File: config.mk
export PLATFORM = sky130hd
export DESIGN_NAME = reset_sequencer
export DESIGN_NICKNAME = d
export VERILOG_FILES = /design/src/rtl/reset_seq_pkg.sv /design/src/rtl/seq_timer.sv /design/src/rtl/reset_sequencer.sv
export SDC_FILE = /design/constraint.sdc
export NUM_CORES = 1
export LEC_CHECK = 0
export CORE_MARGIN = 2
export CORE_UTILIZATION = 55
export DETAILED_ROUTE_END_ITERATION = 7
export GPL_ROUTABILITY_DRIVEN = 0
export PLACE_DENSITY = 0.82
export SLEW_MARGIN = 40
export SYNTH_ARGS = -nofsm -noshare
export SYNTH_HDL_FRONTEND = slang
export SYNTH_SLANG_ARGS = --single-unit
File: constraint.sdc
create_clock -name clk -period 3.09 [get_ports clk]
set_input_delay 0.309 -clock clk [delete_from_list [all_inputs] [get_ports clk]]
set_output_delay 0.309 -clock clk [all_outputs]
set_load 0.02 [all_outputs]
File: src/rtl/reset_seq_pkg.sv
// Shared definitions for the reset sequencer: FSM state encodings,
// default timing parameters, counter widths and a saturating-increment helper.
package reset_seq_pkg;

  // FSM state encodings
  typedef logic [1:0] state_t;
  localparam logic [1:0] ST_HOLD     = 2'd0;
  localparam logic [1:0] ST_WAIT_ACK = 2'd1;
  localparam logic [1:0] ST_DONE     = 2'd2;
  localparam logic [1:0] ST_ERROR    = 2'd3;

  // Default timing
  localparam int DEF_HOLD_CYCLES = 8;
  localparam int DEF_ACK_TIMEOUT = 100;

  // Widths of the status outputs
  localparam int RESTART_CNT_W = 8;
  localparam int IDX_W         = 3;

  // Increment that sticks at all-ones instead of wrapping
  function automatic logic [RESTART_CNT_W-1:0] sat_inc(input logic [RESTART_CNT_W-1:0] v);
    if (v == {RESTART_CNT_W{1'b1}}) begin
      return v;
    end
    return v + RESTART_CNT_W'(1);
  endfunction

endpackage

File: src/rtl/seq_timer.sv
// Loadable up-counter with clear, enable and a terminal-count compare.
// Shared by the HOLD stretch and the per-stage acknowledge timeout; the
// caller selects the terminal value for the phase it is in.
module seq_timer
  import reset_seq_pkg::*;
#(
  parameter int CNT_W = 16
) (
  input  logic             clk,
  input  logic             rst,
  input  logic             clr,
  input  logic             en,
  input  logic             load,
  input  logic [CNT_W-1:0] load_val,
  input  logic [CNT_W-1:0] tc_val,
  output logic             tc
);

  logic [CNT_W-1:0] cnt_q;
  logic [CNT_W-1:0] cnt_d;

  // Next count: clear beats load, load beats enable, otherwise hold
  always_comb begin
    cnt_d = cnt_q;
    if (clr) begin
      cnt_d = '0;
    end else if (load) begin
      cnt_d = load_val;
    end else if (en) begin
      cnt_d = cnt_q + CNT_W'(1);
    end
  end

  // Count register
  always_ff @(posedge clk or posedge rst) begin
    if (rst) begin
      cnt_q <= '0;
    end else begin
      cnt_q <= cnt_d;
    end
  end

  // Terminal count is judged on the registered value so the FSM acts on the
  // cycle in which the count reaches the limit.
  assign tc = (cnt_q == tc_val);

endmodule

File: src/rtl/reset_sequencer.sv
// Reset sequencer: holds all subsystem resets for HOLD_CYCLES, then
// releases them one stage at a time, waiting for each stage to acknowledge
// before releasing the next. A missing acknowledge within ACK_TIMEOUT
// cycles parks the sequencer in ERROR until sw_rst_req or rst.
// Optional build macro: RESET_SEQ_ACK_MONITOR_EN -- in DONE, an ack bit
// low for two consecutive samples restarts the sequence and sets ack_lost.
module reset_sequencer
  import reset_seq_pkg::*;
#(
  parameter int N_STAGES    = 3,
  parameter int HOLD_CYCLES = DEF_HOLD_CYCLES,
  parameter int ACK_TIMEOUT = DEF_ACK_TIMEOUT,
  parameter int CNT_W       = 16
) (
  input  logic                     clk,
  input  logic                     rst,
  input  logic                     sw_rst_req,
  input  logic [N_STAGES-1:0]      stage_ack,
  output logic [N_STAGES-1:0]      stage_rst,
  output logic                     seq_done,
  output logic                     busy,
  output logic                     timeout_err,
  output logic [IDX_W-1:0]         fail_stage,
`ifdef RESET_SEQ_ACK_MONITOR_EN
  output logic                     ack_lost,
`endif
  output logic [RESTART_CNT_W-1:0] restart_cnt
);

  localparam logic [CNT_W-1:0] HOLD_TC = CNT_W'(HOLD_CYCLES - 1);
  localparam logic [CNT_W-1:0] ACK_TC  = CNT_W'(ACK_TIMEOUT - 1);
  localparam logic [IDX_W-1:0] LAST_IDX = IDX_W'(N_STAGES - 1);

  state_t                   state_q,       state_d;
  logic [IDX_W-1:0]         idx_q,         idx_d;
  logic [N_STAGES-1:0]      stage_rst_q,   stage_rst_d;
  logic                     seq_done_q,    seq_done_d;
  logic                     busy_q,        busy_d;
  logic                     timeout_err_q, timeout_err_d;
  logic [IDX_W-1:0]         fail_stage_q,  fail_stage_d;
  logic [RESTART_CNT_W-1:0] restart_cnt_q, restart_cnt_d;

  logic                     tmr_clr;
  logic                     tmr_en;
  logic                     tmr_tc;
  logic [CNT_W-1:0]         tmr_tc_val;

  logic                     ack_cur;
  logic                     idx_is_last;
  logic [N_STAGES-1:0]      next_sel;
  logic [N_STAGES-1:0]      at_or_above;
  logic                     ack_lost_evt;

  // Terminal value depends on the phase; outside HOLD/WAIT_ACK the timer is idle
  assign tmr_tc_val = (state_q == ST_HOLD) ? HOLD_TC : ACK_TC;

  seq_timer #(
    .CNT_W (CNT_W)
  ) u_timer (
    .clk      (clk),
    .rst      (rst),
    .clr      (tmr_clr),
    .en       (tmr_en),
    .load     (1'b0),
    .load_val ({CNT_W{1'b0}}),
    .tc_val   (tmr_tc_val),
    .tc       (tmr_tc)
  );

  // Per-stage decode of the current index: the stage to release next and
  // the stages to re-assert if the current one times out.
  genvar gi;
  generate
    for (gi = 0; gi < N_STAGES; gi++) begin : g_stage_sel
      assign next_sel[gi]    = (IDX_W'(gi) == (idx_q + IDX_W'(1)));
      assign at_or_above[gi] = (IDX_W'(gi) >= idx_q);
    end
  endgenerate

  assign idx_is_last = (idx_q == LAST_IDX);

  // Select the acknowledge of the stage currently being waited on
  always_comb begin
    ack_cur = 1'b0;
    for (int i = 0; i < N_STAGES; i++) begin
      if (IDX_W'(i) == idx_q) begin
        ack_cur = stage_ack[i];
      end
    end
  end

`ifdef RESET_SEQ_ACK_MONITOR_EN
  logic [N_STAGES-1:0] mon_low_q, mon_low_d;
  logic                ack_lost_q, ack_lost_d;

  // Remember which acks were low on the previous DONE cycle; a bit low on
  // two consecutive DONE samples means that subsystem lost its ready.
  always_comb begin
    mon_low_d    = '0;
    ack_lost_evt = 1'b0;
    ack_lost_d   = ack_lost_q;
    if (state_q == ST_DONE) begin
      mon_low_d    = ~stage_ack;
      ack_lost_evt = |(mon_low_q & ~stage_ack);
    end
    if (ack_lost_evt) begin
      ack_lost_d = 1'b1;
    end
  end

  // Monitor history and sticky flag; only rst clears ack_lost
  always_ff @(posedge clk or posedge rst) begin
    if (rst) begin
      mon_low_q  <= '0;
      ack_lost_q <= 1'b0;
    end else begin
      mon_low_q  <= mon_low_d;
      ack_lost_q <= ack_lost_d;
    end
  end

  assign ack_lost = ack_lost_q;
`else
  assign ack_lost_evt = 1'b0;
`endif

  // Sequencing FSM and next values of all registered outputs
  always_comb begin
    state_d       = state_q;
    idx_d         = idx_q;
    stage_rst_d   = stage_rst_q;
    seq_done_d    = seq_done_q;
    busy_d        = busy_q;
    timeout_err_d = timeout_err_q;
    fail_stage_d  = fail_stage_q;
    restart_cnt_d = restart_cnt_q;
    tmr_clr       = 1'b0;
    tmr_en        = 1'b0;

    case (state_q)
      ST_HOLD: begin
        if (tmr_tc) begin
          state_d        = ST_WAIT_ACK;
          idx_d          = '0;
          tmr_clr        = 1'b1;
          stage_rst_d[0] = 1'b0;
        end else begin
          tmr_en = 1'b1;
        end
      end
      ST_WAIT_ACK: begin
        // Ack wins over a timeout landing on the same cycle
        if (ack_cur) begin
          tmr_clr = 1'b1;
          if (idx_is_last) begin
            state_d    = ST_DONE;
            seq_done_d = 1'b1;
            busy_d     = 1'b0;
          end else begin
            idx_d       = idx_q + IDX_W'(1);
            stage_rst_d = stage_rst_q & ~next_sel;
          end
        end else if (tmr_tc) begin
          // Stages below idx are already acknowledged and stay released
          state_d       = ST_ERROR;
          timeout_err_d = 1'b1;
          fail_stage_d  = idx_q;
          stage_rst_d   = stage_rst_q | at_or_above;
          busy_d        = 1'b0;
        end else begin
          tmr_en = 1'b1;
        end
      end
      ST_DONE: begin
      end
      ST_ERROR: begin
      end
      default: begin
      end
    endcase

    // A restart request overrides whatever the current state decided
    if (sw_rst_req || ack_lost_evt) begin
      state_d       = ST_HOLD;
      idx_d         = '0;
      tmr_clr       = 1'b1;
      tmr_en        = 1'b0;
      stage_rst_d   = '1;
      seq_done_d    = 1'b0;
      busy_d        = 1'b1;
      timeout_err_d = 1'b0;
      if (sw_rst_req) begin
        restart_cnt_d = sat_inc(restart_cnt_q);
      end
    end
  end

  // State and output registers
  always_ff @(posedge clk or posedge rst) begin
    if (rst) begin
      state_q       <= ST_HOLD;
      idx_q         <= '0;
      stage_rst_q   <= '1;
      seq_done_q    <= 1'b0;
      busy_q        <= 1'b1;
      timeout_err_q <= 1'b0;
      fail_stage_q  <= '0;
      restart_cnt_q <= '0;
    end else begin
      state_q       <= state_d;
      idx_q         <= idx_d;
      stage_rst_q   <= stage_rst_d;
      seq_done_q    <= seq_done_d;
      busy_q        <= busy_d;
      timeout_err_q <= timeout_err_d;
      fail_stage_q  <= fail_stage_d;
      restart_cnt_q <= restart_cnt_d;
    end
  end

  assign stage_rst   = stage_rst_q;
  assign seq_done    = seq_done_q;
  assign busy        = busy_q;
  assign timeout_err = timeout_err_q;
  assign fail_stage  = fail_stage_q;
  assign restart_cnt = restart_cnt_q;

endmodule
==> impl_metrics.tcl <==
set metrics [dict create \
    status "completed" \
    post-cts-setup-buffers 0 \
    ys_types 47 \
    drtPass1Iterations 4 \
    grt_pass1_wl_um 8369 \
    synthSimpleGateAreaFrac_pct 19.38 \
    cts_tree "built" \
    ys_seq_area_share_pct 43.93 \
    synth_top_area_share_pct 39.10 \
    via_count 1863 \
    path_class "reg -> reg" \
    drtIter0Drc 130 \
    syn_inst 225 \
    r2r-end "u_timer.cnt_q[7]" \
    core-area_um2 3744 \
    crit_slowest_cell "or4_1" \
    fin_worst_skew_ps 6.008 \
    drt-met1-wl_um 2102 \
    power_frac_comb_pct 29.5 \
    placement.io_buffers 22 \
    route.met2.wl_um 2357 \
    hold_violations 0 \
    syn_area_um2 2176 \
    slew_headroom_pct 53.22 \
    p_sw_uw 509.6 \
    grt_max_degree 39 \
    synth_top_area_cell "dfrtp_1" \
    worstHoldPathType "in -> async" \
    die_area_um2 4475 \
    viasPerCell 6.252 \
    track_usage_pct 24.96 \
    clkTransAtPathRegs_ps 80 \
    pin_count 23 \
    synth-compound-area-share_pct 20.41 \
    finalNetCount 262 \
    hold_ws_ps 416.2 \
    ant_nets 0 \
    ys.warnings.count 0 \
    tns_ps 0 \
    start_kind "flop" \
    ys_seq_elements 38 \
    timing.rr.start "idx_q[0]" \
    drv_cap 0 \
    synth_top_family_by_area "compound AO/OA/AOI/OAI gates" \
    muxShareOfSynthArea_pct 3.220 \
    cts_buffer_depth 2 \
    start_util_pct 58.12 \
    critical_path.cell_chain "inv_1 > ha_1 > nand3b_1 > o211ai_1 > a21o_1 > or4_1 > a21oi_1" \
    numCtsBuffers 5 \
    p_int_mw 1.010 \
    r2r_cells 7 \
    grt_pass1_vias 1780 \
    cts_max_level 2 \
    power_leakage_nw 0.9777 \
    end_kind "flop" \
    clk_latency_ps 300 \
    clock_power_share_pct 27.9 \
    swShare_pct 33.54 \
    r2r_slack_ps 450 \
    totalWireLength_um 4830 \
    rows 22 \
    setup_viol 0 \
    cts-root-buf "clkbuf_8" \
    place_area_um2 2435 \
    top_layer "met4" \
    fp.dieW_um 66.90 \
    avgSynthCellArea_um2 9.670 \
    cp.required_ps 3310 \
    drive_gt1_share_pct 10.00 \
    drv_slew 0 \
    rsz0062_at_grt "no" \
    yosys.area_share.xor_xnor_pct 4.428 \
    power_frac_seq_pct 42.5 \
    synthTopCellsByArea "dfrtp_1 (39%), a21oi_1 (4.8%), dfstp_2 (4.8%), ha_1 (4.0%), xnor2_1 (3.6%)" \
    max_freq_mhz 378.9 \
    overflow 0 \
    cp_max_fo 24 \
    fin_crit_sh_pct 85.40 \
    holdBufCountCts 0 \
    period_minus_slack_ps 2639 \
    drc 0 \
    synth_fa_ha_area_share_pct 4.025 \
    max_stage_delay_ps 600 \
    num_antenna_cells 0 \
    worst_pin_slew_ps 701.7 \
    clkSinkCount 38 \
    critPathArrivalTime_ps 2860 \
    postCtsResizedCells 0 \
    areaGrowthSynthToFinish_pct 17.14 \
    place_hpwl_um 3353 \
    wl_per_cell_um 16.21 \
    cellPowerDensity_nw_per_um2 596.2 \
    grt_antenna_before_repair 0 \
    syn_nets 238 \
    die_h_um 66.90 \
    final_area_um2 2549 \
    ir_worst_vdd_mv 0.5243 \
    dr_wl_met3_um 254 \
]
==> how the worst max path moves through the flow <==
stage | from | cells past startpoint | slack (ps) | to
2_1_floorplan | idx_q[0] | 8 | 900 | u_timer.cnt_q[3]
3_3_place_gp | idx_q[0] | 7 | 640 | u_timer.cnt_q[5]
3_5_place_dp | idx_q[0] | 7 | 510 | u_timer.cnt_q[7]
4_1_cts | idx_q[0] | 7 | 490 | u_timer.cnt_q[7]
5_1_grt | idx_q[0] | 7 | 240 | u_timer.cnt_q[9]
6_report | idx_q[0] | 7 | 450 | u_timer.cnt_q[7]
==> per-layer routing <==
metal / up-vias / GRT usage [%]
met5: - / 0
met3: 11 / 6.419
met1: 895 / 32.54
met4: 0 / 9.694
li1: 897 / -
met2: 60 / 39.63
==> through the flow <==
stage	setup WS [ps]	total power [mW]	utilization, %	std cells
detailed placement	506.7	1.102	65.04	290
finish	451.1	1.520	68.08	298
global placement	641.2	1.095	65.04	290
floorplan	900.0	0.9279	-	225
global route	238.7	1.613	68.08	298
CTS	490.3	1.539	68.08	298
==> state kept, by name, indices dropped and copies added, names as in the netlist <==
name           cells
timeout_err        1
seq_done           1
busy               1
stage_rst          3
u_timer.cnt_q     16
restart_cnt        8
idx_q              3
fail_stage         3
state_q            2
==> cell usage after synthesis (all sizes together) <==
master,instances
nand4,5
nor4,5
o21ai,7
mux2,5
or3,1
nor4b,1
o22a,1
dfstp,4
mux2i,1
nand2b,2
nand2,9
a211oi,3
o21a,1
o31ai,11
dfrtp,34
o211ai,5
xnor2,9
a22oi,1
o41ai,1
xor2,2
nand4b,1
nor2,12
inv,15
nor3b,1
a21oi,21
nor2b,1
ha,7
clkbuf,2
o221ai,1
a221o,1
nand3b,2
nor3,4
buf,6
a2bb2oi,1
or4,9
and2,2
or2,2
a2111oi,3
and3,4
o211a,1
a21o,3
o41a,1
a32oi,2
nand3,15
==> logic make-up (layout without fill, tap and decap cells) <==
logic type,count (synthesis),count (layout)
AOI/OAI and AO/OA,64,64
xor gates and xnor gates,11,11
adders and majority gates,7,7
buffers and inverters,23,48
DFF,38,38
muxes,6,6
and+or+nand+nor,76,76
==> critical path: cells and delay by family, from the launching register on <==
kind | cells | cell delay [ps]
buffers and inverters | 1 | 140
DFF | 1 | 510
adders and majority gates | 1 | 300
and+or+nand+nor | 2 | 820
AOI/OAI and AO/OA | 3 | 790
==> area by class of cell <==
type                       instances  area, um^2
inverter                          15       56.30
sequential                        38       955.9
tap                               48       60.06
fill                             318        1195
multi-input combinational        164        1120
clock inverter                     3       45.04
clock buffer                       5       68.82
timing repair buffer              25       242.7
==> power groups by stage <==
stage	Sequential [mW]	Clock [mW]	Combinational, mW
floorplan	0.711	0	0.217
global placement	0.654	0	0.441
detailed placement	0.655	0	0.446
CTS	0.646	0.442	0.451
global route	0.659	0.459	0.496
finish	0.646	0.424	0.449
==> cell usage in the layout, fill, tap and decap left out, types with 4 or more instances in the layout <==
cell and n:
a21oi_1 21, and3_1 4, clkbuf_8 5, clkdlybuf4s50_1 22, dfrtp_1 34, dfstp_2 4
ha_1 7, inv_1 15, mux2_2 5, nand2_1 9, nand3_1 15, nand4_1 5
nor2_1 12, nor3_1 4, nor4_1 5, o211ai_1 5, o21ai_0 7, o31ai_1 10
or4_1 9, xnor2_1 9
Power figures use the tool's default switching activity.
